===== src/rtl/sa_pkg.sv =====
// rtl/sa_pkg.sv - shared states and constants for the 2x2 systolic array sequencer
package sa_pkg;

    localparam int DW_DEF         = 8;
    localparam int CW_DEF         = 16;
    localparam int COMPUTE_CYCLES = 5;
    localparam int LOAD_BYTES     = 8;

    typedef enum logic [2:0] {
        IDLE,
        LOAD,
        CLEAR,
        COMPUTE,
        DRAIN
    } sa_state_e;

endpackage


===== src/rtl/sa_skew_feeder.sv =====
// rtl/sa_skew_feeder.sv - skewed row/column operand mux for a 2x2 output-stationary array
module sa_skew_feeder
    import sa_pkg::*;
#(
    parameter int DW = DW_DEF
) (
    input  logic          en,
    input  logic [2:0]    t,
    input  logic [DW-1:0] a00,
    input  logic [DW-1:0] a01,
    input  logic [DW-1:0] a10,
    input  logic [DW-1:0] a11,
    input  logic [DW-1:0] b00,
    input  logic [DW-1:0] b01,
    input  logic [DW-1:0] b10,
    input  logic [DW-1:0] b11,
    output logic [DW-1:0] a0,
    output logic [DW-1:0] a1,
    output logic [DW-1:0] b0,
    output logic [DW-1:0] b1
);

    // Row 1 and column 1 lag by one cycle so operands meet inside the array.
    always_comb begin
        a0 = '0;
        a1 = '0;
        b0 = '0;
        b1 = '0;
        if (en) begin
            case (t)
                3'd0: begin
                    a0 = a00;
                    b0 = b00;
                end
                3'd1: begin
                    a0 = a01;
                    a1 = a10;
                    b0 = b10;
                    b1 = b01;
                end
                3'd2: begin
                    a1 = a11;
                    b1 = b11;
                end
                default: ;
            endcase
        end
    end

endmodule


===== src/rtl/sa_sequencer.sv =====
// rtl/sa_sequencer.sv - load/clear/compute/drain sequencer for a 2x2 systolic array
// Optional SA_SEQ_SAT_EN: saturate each result to signed 8 bits and drain 4 bytes.
module sa_sequencer
    import sa_pkg::*;
#(
    parameter int DW = DW_DEF,
    parameter int CW = CW_DEF
) (
    input  logic          clk,
    input  logic          rst_n,
    input  logic          ena,
    input  logic          cmd_valid,
    input  logic [DW-1:0] cmd_data,
    output logic          cmd_ready,
    output logic          sa_clr,
    output logic          sa_en,
    output logic [DW-1:0] sa_a0,
    output logic [DW-1:0] sa_a1,
    output logic [DW-1:0] sa_b0,
    output logic [DW-1:0] sa_b1,
    input  logic [CW-1:0] sa_c00,
    input  logic [CW-1:0] sa_c01,
    input  logic [CW-1:0] sa_c10,
    input  logic [CW-1:0] sa_c11,
    output logic          out_valid,
    output logic [7:0]    out_data,
    input  logic          out_ready
);

`ifdef SA_SEQ_SAT_EN
    localparam int DRAIN_BYTES = 4;

    function automatic logic [7:0] drain_byte(input logic [CW-1:0] r0, input logic [CW-1:0] r1,
                                              input logic [CW-1:0] r2, input logic [CW-1:0] r3,
                                              input logic [2:0] idx);
        logic [CW-1:0] r;
        case (idx)
            3'd0:    r = r0;
            3'd1:    r = r1;
            3'd2:    r = r2;
            default: r = r3;
        endcase
        if ($signed(r) > 127)       return 8'h7F;
        else if ($signed(r) < -128) return 8'h80;
        else                        return r[7:0];
    endfunction
`else
    localparam int DRAIN_BYTES = 8;

    // Byte idx walks c00..c11, low byte of each result first.
    function automatic logic [7:0] drain_byte(input logic [CW-1:0] r0, input logic [CW-1:0] r1,
                                              input logic [CW-1:0] r2, input logic [CW-1:0] r3,
                                              input logic [2:0] idx);
        logic [CW-1:0] r;
        case (idx[2:1])
            2'd0:    r = r0;
            2'd1:    r = r1;
            2'd2:    r = r2;
            default: r = r3;
        endcase
        return idx[0] ? r[15:8] : r[7:0];
    endfunction
`endif

    localparam logic [2:0] B_LAST = 3'(LOAD_BYTES - 1);
    localparam logic [2:0] T_LAST = 3'(COMPUTE_CYCLES - 1);
    localparam logic [2:0] D_LAST = 3'(DRAIN_BYTES - 1);

    sa_state_e     state;
    logic [2:0]    byte_cnt;
    logic [2:0]    t_cnt;
    logic [2:0]    drain_idx;
    logic [DW-1:0] ops [LOAD_BYTES];
    logic [CW-1:0] res [4];

    logic          feed_en;
    logic [2:0]    feed_t;
    logic [DW-1:0] feed_a0, feed_a1, feed_b0, feed_b1;

    // Feeder looks one cycle ahead so the array drive can stay registered.
    assign feed_en = (state == CLEAR) || ((state == COMPUTE) && (t_cnt != T_LAST));
    assign feed_t  = (state == CLEAR) ? 3'd0 : t_cnt + 3'd1;

    sa_skew_feeder #(.DW(DW)) u_feeder (
        .en  (feed_en),
        .t   (feed_t),
        .a00 (ops[0]),
        .a01 (ops[1]),
        .a10 (ops[2]),
        .a11 (ops[3]),
        .b00 (ops[4]),
        .b01 (ops[5]),
        .b10 (ops[6]),
        .b11 (ops[7]),
        .a0  (feed_a0),
        .a1  (feed_a1),
        .b0  (feed_b0),
        .b1  (feed_b1)
    );

    always_ff @(posedge clk or negedge rst_n) begin
        if (!rst_n) begin
            state     <= IDLE;
            byte_cnt  <= '0;
            t_cnt     <= '0;
            drain_idx <= '0;
            for (int i = 0; i < LOAD_BYTES; i++) ops[i] <= '0;
            for (int i = 0; i < 4; i++) res[i] <= '0;
            cmd_ready <= 1'b0;
            out_valid <= 1'b0;
            out_data  <= '0;
            sa_en     <= 1'b0;
            sa_clr    <= 1'b0;
            sa_a0     <= '0;
            sa_a1     <= '0;
            sa_b0     <= '0;
            sa_b1     <= '0;
        end else if (!ena) begin
            // Abandon any partial load or undrained result.
            state     <= IDLE;
            byte_cnt  <= '0;
            t_cnt     <= '0;
            drain_idx <= '0;
            for (int i = 0; i < 4; i++) res[i] <= '0;
            cmd_ready <= 1'b0;
            out_valid <= 1'b0;
            out_data  <= '0;
            sa_en     <= 1'b0;
            sa_clr    <= 1'b0;
            sa_a0     <= '0;
            sa_a1     <= '0;
            sa_b0     <= '0;
            sa_b1     <= '0;
        end else begin
            case (state)
                IDLE: begin
                    cmd_ready <= 1'b1;
                    if (cmd_valid && cmd_ready) begin
                        ops[0]   <= cmd_data;
                        byte_cnt <= 3'd1;
                        state    <= LOAD;
                    end
                end
                LOAD: begin
                    if (cmd_valid && cmd_ready) begin
                        ops[byte_cnt] <= cmd_data;
                        byte_cnt      <= byte_cnt + 3'd1;
                        if (byte_cnt == B_LAST) begin
                            cmd_ready <= 1'b0;
                            sa_clr    <= 1'b1;
                            state     <= CLEAR;
                        end
                    end
                end
                CLEAR: begin
                    sa_clr <= 1'b0;
                    sa_en  <= 1'b1;
                    t_cnt  <= '0;
                    sa_a0  <= feed_a0;
                    sa_a1  <= feed_a1;
                    sa_b0  <= feed_b0;
                    sa_b1  <= feed_b1;
                    state  <= COMPUTE;
                end
                COMPUTE: begin
                    sa_a0 <= feed_a0;
                    sa_a1 <= feed_a1;
                    sa_b0 <= feed_b0;
                    sa_b1 <= feed_b1;
                    if (t_cnt == T_LAST) begin
                        sa_en     <= 1'b0;
                        res[0]    <= sa_c00;
                        res[1]    <= sa_c01;
                        res[2]    <= sa_c10;
                        res[3]    <= sa_c11;
                        out_valid <= 1'b1;
                        out_data  <= drain_byte(sa_c00, sa_c01, sa_c10, sa_c11, 3'd0);
                        drain_idx <= '0;
                        state     <= DRAIN;
                    end else begin
                        t_cnt <= t_cnt + 3'd1;
                    end
                end
                DRAIN: begin
                    if (out_ready) begin
                        if (drain_idx == D_LAST) begin
                            out_valid <= 1'b0;
                            out_data  <= '0;
                            drain_idx <= '0;
                            cmd_ready <= 1'b1;
                            state     <= IDLE;
                        end else begin
                            drain_idx <= drain_idx + 3'd1;
                            out_data  <= drain_byte(res[0], res[1], res[2], res[3], drain_idx + 3'd1);
                        end
                    end
                end
                default: state <= IDLE;
            endcase
        end
    end

endmodule


===== config.mk =====
export PLATFORM = sky130hd
export DESIGN_NAME = sa_sequencer
export DESIGN_NICKNAME = d
export VERILOG_FILES = /design/src/rtl/sa_pkg.sv /design/src/rtl/sa_skew_feeder.sv /design/src/rtl/sa_sequencer.sv
export SDC_FILE = /design/constraint.sdc
export NUM_CORES = 1
export LEC_CHECK = 0
export ABC_CLOCK_PERIOD_IN_PS = 2100
export BUFFER_PORTS_ARGS = -buffer_cell sky130_fd_sc_hd__buf_2
export CORE_MARGIN = 1.5
export CORE_UTILIZATION = 25
export DETAILED_ROUTE_END_ITERATION = 10
export HOLD_SLACK_MARGIN = 0.02
export PLACE_DENSITY = 0.49
export SETUP_SLACK_MARGIN = 0.02
export SLEW_MARGIN = 20
export SYNTH_ARGS = -nofsm -noshare
export SYNTH_HDL_FRONTEND = slang
export SYNTH_HIERARCHICAL = 1
export SYNTH_SLANG_ARGS = --single-unit

===== constraint.sdc =====
create_clock -name clk -period 2.1 [get_ports clk]
set_input_delay 0.105 -clock clk [delete_from_list [all_inputs] [get_ports clk]]
set_output_delay 0.105 -clock clk [all_outputs]
set_load 0.05 [all_outputs]

### Word level (Yosys, flattened, before mapping)

Cells that the tools add are included.

* bits in registers: 184
* bits in latches: 0
* memory bits (writable): 0
* bits in read-only memories: 0
* input bits: 77
* logic and storage cells: 150
* memories kept: 0

* add/subtract/negate cells: 3
* $mul: 0
* div/mod/pow operators: 0
* magnitude comparators: 2
* equal/unequal tests: 29
* shift-type cells: 0
* mux-type cells: 70
* bitwise operators: 1
* reduce and logical (&&, ||, !) cells: 20

Operators with widths (count)
* $mux W64: 4
* $mux W8: 19
* $pmux W8 S2: 6
* $bwmux W64: 1
* $mux W3: 16
* $pmux W16 S3: 1
* $demux W8 S3: 1
* $ne A3 B3 Y1 const B: 7
* $pmux W3 S2: 3
* $pmux W3 S5: 1
* $mux W1: 14
* $eq A3 B3 Y1 const B: 4
* $ne A3 B1 Y1 const B: 4
* $reduce_and A3 Y1: 4
* $add A3 B1 Y3 const B: 3
* $eq A3 B2 Y1 const B: 3
* $reduce_and A4 Y1: 2
* $eq A3 B1 Y1 const B: 2
* $logic_not A3 Y1: 2
* $ne A2 B2 Y1 const B: 3
* $pmux W1 S2: 3
* $reduce_and A2 Y1: 3
* $reduce_and A6 Y1: 1
* $reduce_and A5 Y1: 1
* other kinds (14): 17

### Longest topological paths before layout

* word-level depth: 8
* mapped depth: 11
* mapped depth without buffers: 8

### By module

The synthesis kept the hierarchy.

Modules (own cells, without submodules)
* sa_sequencer: times used 1, cells each 649, area an instance 7916.3 um^2, sequential area each 4604.4 um^2
* sa_skew_feeder: times used 1, cells each 94, area an instance 633.1 um^2, sequential area each 0.0 um^2

### Least setup slack after synthesis

No wires, ideal clock.

* kind: flip-flop to flip-flop
* start point: register state[2]
* end point: register sa_b0[4]
* data arrival time: 2.135 ns
* data required time: 2.022 ns
* setup slack: -0.113 ns
* stages on the path, launching flop included: 12
* buffers on the path: 5
* clock period less this slack: 2.213 ns
* cells stage by stage: dfrtp_1 buf_6 or2b_1 clkbuf_1 clkbuf_1 a21oi_1 or3b_1 buf_6 buf_6 nor2_1 nand2_1 a21oi_1

* elaborated cells on any way between the ends: 13
* those cells by class: 4 x eq/ne; 5 x mux; 4 x reduce/logical

RTL lines
* from (decl): RTL line sa_sequencer.sv:69 `sa_state_e state;`
* from (signal assigned): RTL line sa_sequencer.sv:103 `state <= IDLE;`
* from (signal assigned): RTL line sa_sequencer.sv:120 `state <= IDLE;`
* from (signal assigned): RTL line sa_sequencer.sv:141 `state <= LOAD;`
* $eq A3 B2 Y1: RTL line sa_sequencer.sv:81 `assign feed_en = (state == CLEAR) || ((state == COMPUTE) && (t_cnt != T_LAST));`
* $logic_and A1 B1 Y1: RTL line sa_sequencer.sv:81
* $logic_or A1 B1 Y1 (*): RTL line sa_sequencer.sv:81
* net feed_en: RTL line sa_sequencer.sv:76 `logic feed_en;`
* $mux W8 (*): RTL line sa_skew_feeder.sv:29 `if (en) begin`
* net feed_b0[4]: RTL line sa_sequencer.sv:78 `logic [DW-1:0] feed_a0, feed_a1, feed_b0, feed_b1;`
* $mux W8 (*): RTL line sa_sequencer.sv:135 `case (state)`
* $mux W8 (*): RTL line sa_sequencer.sv:118 `end else if (!ena) begin`
* to (signal assigned): RTL line sa_sequencer.sv:116 `sa_b0 <= '0;`
* to (signal assigned): RTL line sa_sequencer.sv:132 `sa_b0 <= '0;`
* to (signal assigned): RTL line sa_sequencer.sv:161 `sa_b0 <= feed_b0;`
* to (decl): RTL line sa_sequencer.sv:19 `output logic [DW-1:0] sa_b0,`

Mark *: on every way through the listed nets, which the timed path passes. The rest lies on a longest branch. The select of a mux whose other input is x is not followed.
A chain may end at the register's enable or synchronous reset.

### Final worst setup path

* start point: register drain_idx[1]
* end point: register out_data[3]

* longest elaborated chain between the ends: 8
* elaborated cells on any way between the ends: 11
* those cells by class: 1 x add/sub; 3 x eq/ne; 6 x mux; 1 x reduce/logical

RTL lines
* from (decl): RTL line sa_sequencer.sv:72 `logic [2:0] drain_idx;`
* from (signal assigned): RTL line sa_sequencer.sv:193 `drain_idx <= drain_idx + 3'd1;`
* $add A3 B1 Y3: RTL line sa_sequencer.sv:194 `out_data <= drain_byte(res[0], res[1], res[2], res[3], drain_idx + 3'd1);`
* $eq A2 B2 Y1, or another cell as far along: RTL line sa_sequencer.sv:55 `case (idx[2:1])`
* $pmux W16 S3: RTL line sa_sequencer.sv:55
* $mux W8: RTL line sa_sequencer.sv:61 `return idx[0] ? r[15:8] : r[7:0];`
* $mux W8 (*): RTL line sa_sequencer.sv:186 `if (drain_idx == D_LAST) begin`
* $mux W8 (*): RTL line sa_sequencer.sv:185 `if (out_ready) begin`
* $pmux W8 S2 (*): RTL line sa_sequencer.sv:135
* $mux W8 (*): RTL line sa_sequencer.sv:118
* to (signal assigned): RTL line sa_sequencer.sv:177 `out_data <= drain_byte(sa_c00, sa_c01, sa_c10, sa_c11, 3'd0);`
* to (signal assigned): RTL line sa_sequencer.sv:194
* to (decl): RTL line sa_sequencer.sv:26 `output logic [7:0] out_data,`

Every way passes the cells marked *; elsewhere a longest branch is shown, timed or not. The select of a mux whose other input is x is not followed.

==> impl_metrics.py <==
metrics = {
    "route": {
        "totalWireLength_mm": 23.8,
        "drt_pass1_iterations": 4,
        "first_iter_violations": 346,
        "wl_per_cell_um": 17.0,
        "via_per_inst": 4.68,
        "num_vias": 6554,
        "postRouteAntennaNets": 0,
        "drc": 0,
    },
    "sta": {
        "rsz0062_at_grt": "true",
        "finalHoldViolations": 0,
        "holdWs_ps": 34.3,
        "clock_skew_ps": 13.3,
        "slew_viol_final": 0,
        "relSlewSlack_pct": 60.0,
        "setup_viol": 0,
        "fmax_mhz": 503,
        "period_minus_slack_ps": 1990,
        "worst_pin_slew_ps": 600,
        "period_share_pct": 94.6,
    },
    "global_route": {
        "grt_max_degree": 65,
        "first_global_vias": 6506,
        "grt_pass1_wl_mm": 37.8,
        "grt_use_total_pct": 13.9,
        "antenna_found_initial": 0,
        "grt.overflow.total": 0,
    },
    "power_and_ir_drop": {
        "power-per-cell-area_mw_per_mm2": 659,
        "leakage_nw": 5.26,
        "ir_drop_mv": 0.584,
    },
    "clock_network": {
        "htree_levels": 4,
        "clock_latency_ps": 450,
        "root_buffer": "clkbuf_16",
        "cts_tree": "built",
        "cts_buffers": 17,
        "clk_pin_slew_ps": 80,
        "cts_buffer_depth": 2,
        "cts.sinks": 184,
    },
    "critical_path": {
        "worst-setup-path-type": "flop to flop",
        "required_ps": 2430,
        "crit_fanout": 8,
        "cp-start-kind": "flop",
        "arrival_ps": 2320,
        "cp-end-kind": "flop",
    },
    "synthesis": {
        "synth_fp_nets": 827,
        "synth.largest_area_cell": "dfrtp_1",
        "synth-edff-count": 0,
        "syn_area_per_cell_um2": 11.5,
        "synth_cell_types": 53,
        "synth_flop_cell": "dfrtp_1",
        "synth_top_area_share_pct": 53.9,
        "synth_seq_cells": 184,
        "async_flop_share_pct": 100,
        "syn_area_mm2": 0.00855,
        "ys_seq_area_share_pct": 53.9,
        "ys_top_cells_by_area": "dfrtp_1 (54%), a22o_1 (7.4%), mux2_2 (6.2%)",
        "syn_inst": 743,
        "yosysWarningCount": 6,
    },
    "floorplan": {
        "start_util_pct": 25.4,
        "io_pins": 121,
        "core_mm2": 0.0336,
        "std_cell_rows": 67,
        "die_area_mm2": 0.0353,
        "die_y_um": 188,
        "die_w_um": 188,
    },
    "place": {
        "hpwl_mm": 15.6,
        "dpl_cell_area_mm2": 0.00995,
        "io_buffers": 120,
        "gp_congestion": 0.774,
    },
    "final_layout": {
        "num_antenna_cells": 0,
        "drive_gt1_share_pct": 31.7,
        "area_growth_pct": 31.6,
        "design_area_mm2": 0.0113,
        "nNetsFinal": 1024,
    },
    "run_status": {
        "status": "finished clean",
    },
    "job": {
        "cap_violations": 0,
    },
    "worst_hold_path": {
        "hold_path.class": "input port to flop",
    },
}
cells by family (layout without fill, tap and decap cells):
family	Yosys count	in the layout	synth area share, %
adders and majority gates	7	7	1.02
DFF	184	184	53.9
AOI/OAI and AO/OA	194	194	16.5
buffers and inverters	63	272	3.70
muxes	82	82	11.2
xor gates and xnor gates	1	1	0.102
and+or+nand+nor	212	213	13.5
worst paths after layout:
path                              start     endpoint  slack [ps]  cells past startpoint
max in group asynchronous         rst_n     sa_a0[5]        1210                      3
max                        drain_idx[1]  out_data[3]         110                      7
min reg2reg                      res[8]       res[8]         500                      1
min in group asynchronous         rst_n       res[9]         230                      2
min                                 ena     state[0]          30                      2
max reg2reg                drain_idx[1]  out_data[3]         110                      7
metrics by stage:
| step | setup WS, ps | TNS, ps | cells | utilization (%) | total power, mW |
|---|---|---|---|---|---|
| after global placement | -21.0 | -59.5 | 1301 | 29.6 | 4.22 |
| after CTS | 24.3 | 0 | 1399 | 33.4 | 7.53 |
| after detailed placement | -71.6 | -222 | 1301 | 29.6 | 4.23 |
| final | 112 | 0 | 1401 | 33.5 | 7.41 |
| after global routing | -13.9 | -13.9 | 1401 | 33.5 | 7.72 |
| after floorplan | 15.3 | 0 | 743 | - | 3.95 |
cell type report:
cell class,count,area [um^2]
Clock inverter,15,151
Multi-Input combinational cell,497,3760
Fill cell,3391,22400
Timing Repair Buffer,233,1720
Tap cell,448,561
Sequential cell,184,4600
Clock buffer,17,425
Inverter,7,26.3
synth_stat cells (3+ instances only):
master	number
a211oi_1	8
a21oi_1	58
a221o_1	9
a221oi_1	7
a22o_1	72
a22oi_1	8
a31oi_1	4
buf_1	3
buf_2	22
buf_6	6
clkbuf_1	23
dfrtp_1	184
ha_1	7
inv_1	5
mux2_2	47
mux2_4	16
mux2i_1	18
nand2_1	91
nand2b_1	5
nand3_1	10
nand3b_1	39
nor2_1	22
nor2_2	9
nor2_8	4
nor2b_1	11
nor3_1	4
o21ai_0	10
o31ai_1	9
or3_1	3
worst max-delay path, stage by stage (launching register included):
cell and delay [ps]:
dfrtp_1 410, ha_4 190, ha_4 300, nor2_4 80
a221o_1 350, a22o_1 220, a221oi_2 240, o31ai_1 80
routing by layer:
metal / routed length, um / up-vias / global-route usage, %
li1: - / 3107 / -
met4: 321 / 0 / 4.34
met5: 0 / - / 0
met2: 11000 / 148 / 21.2
met1: 11600 / 3277 / 19.7
met3: 847 / 22 / 2.66
timing repair:
| item | CTS | global route |
|---|---|---|
| setup buffers | 1 | 3 |
| cloned | 0 | 1 |
| hold buffers | 65 | 0 |
| pin swaps | 2 | 19 |
| setup endpoints to repair | 7 | 14 |
| hold endpoints to repair | 131 | 0 |
| resized for setup | 7 | 6 |
cell usage in the layout (no fill, tap or decap), types with 3 or more instances in the layout:
cell,n
mux2_4,16
buf_12,8
ha_4,3
a21oi_1,56
buf_2,119
mux2i_1,18
nor2_4,3
nor2_2,9
a22oi_1,7
nand2b_1,5
a31oi_1,3
inv_8,6
dfrtp_1,184
nand2_1,91
nor2_8,4
nor2b_1,9
a221oi_2,6
nand3b_1,39
ha_1,4
inv_6,3
clkbuf_16,17
dlygate4sd3_1,65
mux2_2,47
a22o_1,72
a211oi_1,8
nand3_1,10
buf_4,40
o21ai_0,10
inv_1,5
nor3_1,4
clkinv_4,3
nor2_1,20
o31ai_1,9
or3_1,3
a221o_1,9
report_power, final:
part	switching, mW	internal [mW]	leakage [nW]
Clock	1.59	1.59	0.279
Sequential	0.0557	3.63	2.55
Combinational	0.275	0.277	2.43
registers in the layout, indices dropped and copies added (netlist names):
register   count
sa_en          1
sa_a1          8
sa_a0          8
byte_cnt       3
out_data       8
ops           64
state          3
cmd_ready      1
res           64
sa_b1          8
out_valid      1
drain_idx      3
sa_b0          8
t_cnt          3
sa_clr         1
Note: power is estimated with default switching activity, not from simulation.
